## config.mk

```make
export PLATFORM = sky130hd
export DESIGN_NAME = bayer_window_stream
export DESIGN_NICKNAME = d
export VERILOG_FILES = /design/src/rtl/bayer_window_stream_pkg.sv /design/src/rtl/bayer_window_stream_line_buffer.sv /design/src/rtl/bayer_window_stream.sv
export SDC_FILE = /design/constraint.sdc
export NUM_CORES = 1
export LEC_CHECK = 0
export CORE_ASPECT_RATIO = 1.4
export CORE_MARGIN = 2
export CORE_UTILIZATION = 45
export DETAILED_ROUTE_END_ITERATION = 12
export SLEW_MARGIN = 0
export SYNTH_ARGS = -nofsm -noshare
export SYNTH_HDL_FRONTEND = slang
export SYNTH_SLANG_ARGS = --single-unit
```

## constraint.sdc

```tcl
create_clock -name clk -period 6.1 [get_ports clk]
set_input_delay 0.915 -clock clk [delete_from_list [all_inputs] [get_ports clk]]
set_output_delay 0.915 -clock clk [all_outputs]
set_load 0.03 [all_outputs]
```

## src/rtl/bayer_window_stream_pkg.sv

```systemverilog
// Shared types for the Bayer 3x3 window streamer: tags, colour decode and FSM states.
package bayer_pkg;

  typedef enum logic [1:0] {
    RED               = 2'b00,
    GREEN_BESIDE_BLUE = 2'b01,
    GREEN_BESIDE_RED  = 2'b10,
    BLUE              = 2'b11
  } color_t;

  typedef enum logic [1:0] {
    LAT_CENTER = 2'd0,
    LAT_LEFT   = 2'd1,
    LAT_RIGHT  = 2'd2
  } lateral_t;

  typedef enum logic [1:0] {
    VERT_MIDDLE = 2'd0,
    VERT_TOP    = 2'd1,
    VERT_BOTTOM = 2'd2
  } vertical_t;

  typedef enum logic [1:0] {
    ST_IDLE,
    ST_FILL,
    ST_RUN,
    ST_DRAIN
  } ws_state_t;

  // Colour follows the {x lsb, y lsb} pair of the centre pixel.
  function automatic color_t bayer_color(input logic x_lsb, input logic y_lsb);
    return color_t'({x_lsb, y_lsb});
  endfunction

endpackage

```

## src/rtl/bayer_window_stream_line_buffer.sv

```systemverilog
// One-row delay line: dout is the sample written DEPTH enabled cycles earlier.
module line_buffer #(
  parameter int DEPTH = 40,
  parameter int W     = 8
) (
  input  logic         clk,
  input  logic         reset,
  input  logic         en,
  input  logic [W-1:0] din,
  output logic [W-1:0] dout
);

  localparam int AW = $clog2(DEPTH);

  logic [W-1:0]  mem [DEPTH];
  logic [AW-1:0] ptr;

  // Read-before-write at the same slot gives exactly DEPTH advances of delay.
  assign dout = mem[ptr];

  always_ff @(posedge clk) begin
    if (reset) begin
      ptr <= '0;
    end else if (en) begin
      ptr <= (ptr == AW'(DEPTH - 1)) ? '0 : ptr + AW'(1);
    end
  end

  always_ff @(posedge clk) begin
    if (en) begin
      mem[ptr] <= din;
    end
  end

endmodule

```

## src/rtl/bayer_window_stream.sv

```systemverilog
// Streaming 3x3 Bayer window generator: two line buffers plus a 3x3 shift array.
// Optional WSTREAM_COORD_EN adds out_x/out_y centre-coordinate ports.
//
// state    | meaning
// ST_IDLE  | waiting for a pixel with in_sof; others are dropped
// ST_FILL  | priming line buffers, no windows until pixel WIDTH+1
// ST_RUN   | one window per accepted pixel, in_ready follows output slot
// ST_DRAIN | input closed, flushing last WIDTH+1 windows with zeros
module bayer_window_stream
  import bayer_pkg::*;
#(
  parameter int WIDTH  = 40,
  parameter int HEIGHT = 30,
  parameter int PIX_W  = 8
) (
  input  logic                          clk,
  input  logic                          reset,
  input  logic                          in_valid,
  output logic                          in_ready,
  input  logic                          in_sof,
  input  logic [PIX_W-1:0]              in_pixel,
  output logic                          out_valid,
  input  logic                          out_ready,
  output logic [1:-1][1:-1][PIX_W-1:0]  out_window,
  output lateral_t                      out_lateral,
  output vertical_t                     out_vertical,
  output color_t                        out_color
`ifdef WSTREAM_COORD_EN
  ,
  output logic [$clog2(WIDTH)-1:0]      out_x,
  output logic [$clog2(HEIGHT)-1:0]     out_y
`endif
);

  localparam int XW = $clog2(WIDTH);
  localparam int YW = $clog2(HEIGHT);

  typedef logic [1:-1][1:-1][PIX_W-1:0] win_t;

  ws_state_t      state;
  logic [XW-1:0]  in_x, ctr_x, cur_x;
  logic [YW-1:0]  in_y, ctr_y, cur_y;
  win_t           raw_q, shift_next, win_next;
  logic [PIX_W-1:0] pix_in, lb1_dout, lb2_dout;
  logic           accept, out_hs, sof_take, advance, emit;
  logic           in_last, fill_done, out_last;
  lateral_t       lat_next;
  vertical_t      vert_next;

  always_comb begin
    in_ready = 1'b0;
    if (!reset) begin
      case (state)
        ST_IDLE, ST_FILL: in_ready = 1'b1;
        ST_RUN:           in_ready = !out_valid || out_ready;
        default:          in_ready = 1'b0;
      endcase
    end
  end

  assign accept    = in_valid && in_ready;
  assign out_hs    = out_valid && out_ready;
  assign sof_take  = accept && in_sof;
  assign in_last   = (in_x == XW'(WIDTH - 1)) && (in_y == YW'(HEIGHT - 1));
  assign fill_done = (in_x == XW'(1)) && (in_y == YW'(1));
  assign out_last  = (cur_x == XW'(WIDTH - 1)) && (cur_y == YW'(HEIGHT - 1));
  assign pix_in    = (state == ST_DRAIN) ? '0 : in_pixel;

  always_comb begin
    advance = 1'b0;
    emit    = 1'b0;
    case (state)
      ST_IDLE:  advance = sof_take;
      ST_FILL: begin
        advance = accept;
        emit    = accept && !in_sof && fill_done;
      end
      ST_RUN: begin
        advance = accept;
        emit    = accept && !in_sof;
      end
      ST_DRAIN: begin
        advance = out_hs && !out_last;
        emit    = out_hs && !out_last;
      end
      default: ;
    endcase
  end

  line_buffer #(.DEPTH(WIDTH), .W(PIX_W)) u_lb1 (
    .clk(clk), .reset(reset), .en(advance), .din(pix_in), .dout(lb1_dout)
  );

  line_buffer #(.DEPTH(WIDTH), .W(PIX_W)) u_lb2 (
    .clk(clk), .reset(reset), .en(advance), .din(lb1_dout), .dout(lb2_dout)
  );

  // New right column is {two rows up, one row up, incoming}.
  always_comb begin
    shift_next = raw_q;
    shift_next[-1][-1] = raw_q[-1][0];
    shift_next[0][-1]  = raw_q[0][0];
    shift_next[1][-1]  = raw_q[1][0];
    shift_next[-1][0]  = raw_q[-1][1];
    shift_next[0][0]   = raw_q[0][1];
    shift_next[1][0]   = raw_q[1][1];
    shift_next[-1][1]  = lb2_dout;
    shift_next[0][1]   = lb1_dout;
    shift_next[1][1]   = pix_in;
  end

  // Slots outside the frame are zeroed; the left column would otherwise carry the previous row.
  always_comb begin
    win_next = shift_next;
    if (ctr_y == '0)               win_next[-1] = '0;
    if (ctr_y == YW'(HEIGHT - 1))  win_next[1]  = '0;
    if (ctr_x == '0) begin
      win_next[-1][-1] = '0;
      win_next[0][-1]  = '0;
      win_next[1][-1]  = '0;
    end
    if (ctr_x == XW'(WIDTH - 1)) begin
      win_next[-1][1] = '0;
      win_next[0][1]  = '0;
      win_next[1][1]  = '0;
    end
  end

  always_comb begin
    lat_next  = LAT_CENTER;
    vert_next = VERT_MIDDLE;
    if (ctr_x == '0)                   lat_next  = LAT_LEFT;
    else if (ctr_x == XW'(WIDTH - 1))  lat_next  = LAT_RIGHT;
    if (ctr_y == '0)                   vert_next = VERT_TOP;
    else if (ctr_y == YW'(HEIGHT - 1)) vert_next = VERT_BOTTOM;
  end

  always_ff @(posedge clk) begin
    if (reset) begin
      state        <= ST_IDLE;
      out_valid    <= 1'b0;
      out_window   <= '0;
      out_lateral  <= LAT_CENTER;
      out_vertical <= VERT_MIDDLE;
      out_color    <= RED;
      raw_q        <= '0;
      in_x         <= '0;
      in_y         <= '0;
      ctr_x        <= '0;
      ctr_y        <= '0;
      cur_x        <= '0;
      cur_y        <= '0;
    end else begin
      if (advance) raw_q <= shift_next;

      if (sof_take) begin
        state     <= ST_FILL;
        out_valid <= 1'b0;
        in_x      <= XW'(1);
        in_y      <= '0;
        ctr_x     <= '0;
        ctr_y     <= '0;
      end else begin
        if (accept && state != ST_IDLE) begin
          if (in_x == XW'(WIDTH - 1)) begin
            in_x <= '0;
            in_y <= (in_y == YW'(HEIGHT - 1)) ? '0 : in_y + YW'(1);
          end else begin
            in_x <= in_x + XW'(1);
          end
        end

        if (emit) begin
          out_valid    <= 1'b1;
          out_window   <= win_next;
          out_lateral  <= lat_next;
          out_vertical <= vert_next;
          out_color    <= bayer_color(ctr_x[0], ctr_y[0]);
          cur_x        <= ctr_x;
          cur_y        <= ctr_y;
          if (ctr_x == XW'(WIDTH - 1)) begin
            ctr_x <= '0;
            ctr_y <= (ctr_y == YW'(HEIGHT - 1)) ? '0 : ctr_y + YW'(1);
          end else begin
            ctr_x <= ctr_x + XW'(1);
          end
        end else if (out_hs) begin
          out_valid <= 1'b0;
        end

        case (state)
          ST_FILL:  if (accept && fill_done) state <= ST_RUN;
          ST_RUN:   if (accept && in_last)   state <= ST_DRAIN;
          ST_DRAIN: if (out_hs && out_last)  state <= ST_IDLE;
          default: ;
        endcase
      end
    end
  end

`ifdef WSTREAM_COORD_EN
  assign out_x = cur_x;
  assign out_y = cur_y;
`endif

endmodule

```

==> results.toml <==
[routing]
wirelength_um = 81800
wl_per_cell_um = 25.2
drt_iter0_drc = 1475
drc = 0
first_pass_iters = 5
ant_nets = 0
detail_route.vias_per_cell = 5.86
num_vias = 19100

[worst_setup_path]
arrival_ns = 2.82
setup.worst_path.end_class = "primary output"
max_stage_delay_ns = 0.64
critPathLaunchType = "flip-flop"
crit_fanout = 12
rrSetupSlack_ns = 2.38
required_ns = 5.18
critPathBufInv = 2
r2r-end = "u_lb2.mem[11][3]"
crit_family = "buffers and inverters"
slowest_stage = "clkdlybuf4s50_1"
worstReg2RegStart = "state[0]"
critPathKind = "reg2out"
worstPathCellList = "ha_1 > nor2b_1 > a2bb2oi_1 > buf_4 > nor2_1 > clkdlybuf4s50_1"
r2r_cells = 9
endpoint = "in_ready"
crit_path_start = "state[1]"
worst-path-stages = 6

[logic_synthesis]
syn_area_um2 = 33000
syn_nets = 2223
ys_types = 65
yosys_register_bits = 824
synth_seq_area_share = 0.694
synth_ff_type = "edfxtp_1"
netlist_instances = 2193
avgSynthCellArea_um2 = 15.1
ys_async_sr_fraction = 0
yosysWarnings = 0
synth-edff-count = 640

[pwr]
internal_power_mw = 9.33
p_comb_frac = 0.064
seqPwrFrac = 0.518
p_sw_mw = 2.66
p_leak_nw = 11.3
ir_drop_v = 0.000400
switching_share = 0.222
pwr-share-clk = 0.418
p_per_area_nw_per_um2 = 321

[timing]
setup_viol = 0
period_needed_ns = 3.74
setup_tns_ns = 0
layout_worst_path_cycle_share = 0.613
timing.final.ws_setup_ns = 2.36
fmax_ghz = 0.267
skew_ns = 0.0283
max_slew_margin = 0.106
tightest_slew_ns = 1.34
final_hold_viol_count = 0
slew_violations = 0
rsz0062_at_grt = "false"

[clock_tree]
htree_levels = 3
cts_inserted_buffers = 78
cts_setup_buffers = 0
hold_buffers = 0
cts_resized = 0
root_buffer = "clkbuf_16"
max-clock-path-buffers = 3
clkLatencyLatePin_ns = 0.64
clock-sinks = 824
clk_pin_slew_worst_paths_ns = 0.07
cts_tree = "done"

[placed_design]
dpl.hpwl_um = 52600
port_buffers = 92
globalplace.congestion = 0.856
dp_slack_ns = 1.84

[outcome]
status = "completed"

[floorplan]
dieArea_um2 = 75600
die_w_um = 233
io_pins = 93
initial_core_util = 0.455
core_um2 = 72600
die_y_um = 324
row_count = 117

[global_routing]
grt_pass1_wl_um = 124000
overflow = 0
grt_antenna_before_repair = 0
grt_pass1_vias = 19800
grtUsageTotal = 0.218
grt_max_degree = 96

[final_layout]
fin_nets = 2268
n_fill_cell = 6046
layout-drive-gt1-share = 0.182
n_antenna_cell = 0
final_core_utilization = 0.515
areaGrowthSynthToFinish_pct = 13.4

[worst_hold_path]
hp-class = "reg2reg"

[run]
maxCapViolations = 0
worst register-to-register path: stages (launching register included):
cell	delay, ns
dfxtp_1	0.36
inv_1	0.12
ha_1	0.38
nor2_1	0.11
a2bb2oi_1	0.14
buf_4	0.19
o32ai_4	0.63
buf_4	0.32
nand3_1	0.33
nor2_1	0.74
layout by cell type (no fill, tap or decap), types with 11 or more instances in the layout:
cell               n
buf_4             34
ha_1              17
mux4_2            96
clkbuf_1          17
o22ai_1           56
nor4_1            27
edfxtp_1         640
nor2b_1           40
mux2i_1           17
a211oi_1          43
clkbuf_16         82
o21ai_0           45
nor3_1            29
inv_1             23
clkdlybuf4s50_1   91
a21oi_1          133
o211ai_1          75
mux2_2           137
nand3_1           89
nand2b_1          17
nand4b_1          11
nor2_1           116
nand2_1          104
dfxtp_1          180
synth_stat cells (4+ instances only):
cell        n  area (um^2)
a211o_1     8         70.1
a211oi_1   43          323
a21oi_1   133          666
buf_1      18         67.6
buf_2      31          155
buf_6       8         90.1
clkbuf_1  102          383
dfxtp_1   184         3680
edfxtp_1  640        19200
ha_1       17          213
inv_1      23         86.3
mux2_2    137         1540
mux2i_1    17          170
mux4_2     96         2160
nand2_1   105          394
nand2b_1   17          106
nand3_1    89          445
nand3b_1    9         67.6
nand4_1     9         56.3
nand4b_1   11         96.3
nor2_1    117          439
nor2b_1    48          300
nor3_1     29          145
nor4_1     27          169
o211ai_1   75          563
o21a_1      8         60.1
o21ai_0    45          225
o221ai_1    9         78.8
o22ai_1    56          350
o41ai_1     8         70.1
or3_1       9         56.3
or3b_2      4         35.0
xnor2_1     4         35.0
flip-flops by register name (all words and copies together) (netlist names), 5 cells and up, named ones only:
register	flops
ctr_x	6
ctr_y	5
cur_x	6
in_x	6
in_y	5
out_window	72
raw_q	48
u_lb1.mem	320
u_lb1.ptr	6
u_lb2.mem	320
u_lb2.ptr	6
power groups by stage:
| stage | combinational [mW] | clock (mW) | sequential (mW) |
|---|---|---|---|
| after floorplan | 0.507 | 0 | 6.30 |
| after global placement | 0.762 | 0 | 6.33 |
| after detailed placement | 0.775 | 0 | 6.33 |
| after CTS | 0.776 | 5.11 | 6.21 |
| after global routing | 0.823 | 5.31 | 6.21 |
| final | 0.769 | 5.02 | 6.21 |
routing by layer:
| metal | track usage | wire, um | vias to the layer above |
|---|---|---|---|
| met5 | 0 | 0 | - |
| met3 | 0.0291 | 3660 | 155 |
| met4 | 0.0944 | 3130 | 0 |
| met1 | 0.262 | 31800 | 9736 |
| li1 | - | - | 8661 |
| met2 | 0.388 | 43200 | 526 |
area by class of cell:
cell class	instances	area, um^2	share of cell area
clock buffer	105	2200	0.0587
sequential	824	22900	0.612
inverter	24	90.1	0.00241
clock inverter	39	455	0.0122
tap	952	1190	0.0318
multi-input combinational	1184	9390	0.251
timing repair buffer	126	1190	0.0317
kinds of logic after synthesis:
family	synth area share
flops	0.694
simple gates	0.0754
compound gates	0.0816
mux	0.117
buf+inv	0.0243
fa+ha+maj	0.00644
xor+xnor	0.00106
metrics by stage:
step | instance area (um^2) | cells | power, mW | hold WS [ns]
floorplan | 33000 | 2193 | 6.80 | 0.432
global placement | 34800 | 3110 | 7.09 | 0.439
detailed placement | 34800 | 3110 | 7.11 | 0.449
CTS | 37400 | 3254 | 12.1 | 0.456
global route | 37400 | 3254 | 12.3 | 0.479
finish | 37400 | 3254 | 12.0 | 0.458
worst min-delay path by stage:
stage	from	end	slack (ns)	cells after the start
floorplan	raw_q[32]	raw_q[32]	0.43	2
global placement	raw_q[61]	raw_q[61]	0.44	2
detailed placement	raw_q[10]	raw_q[10]	0.45	2
CTS	raw_q[10]	raw_q[10]	0.46	2
global route	out_window[33]	out_window[33]	0.48	2
finish	raw_q[10]	raw_q[10]	0.46	2
No activity file was read; power rests on OpenSTA's default activity.
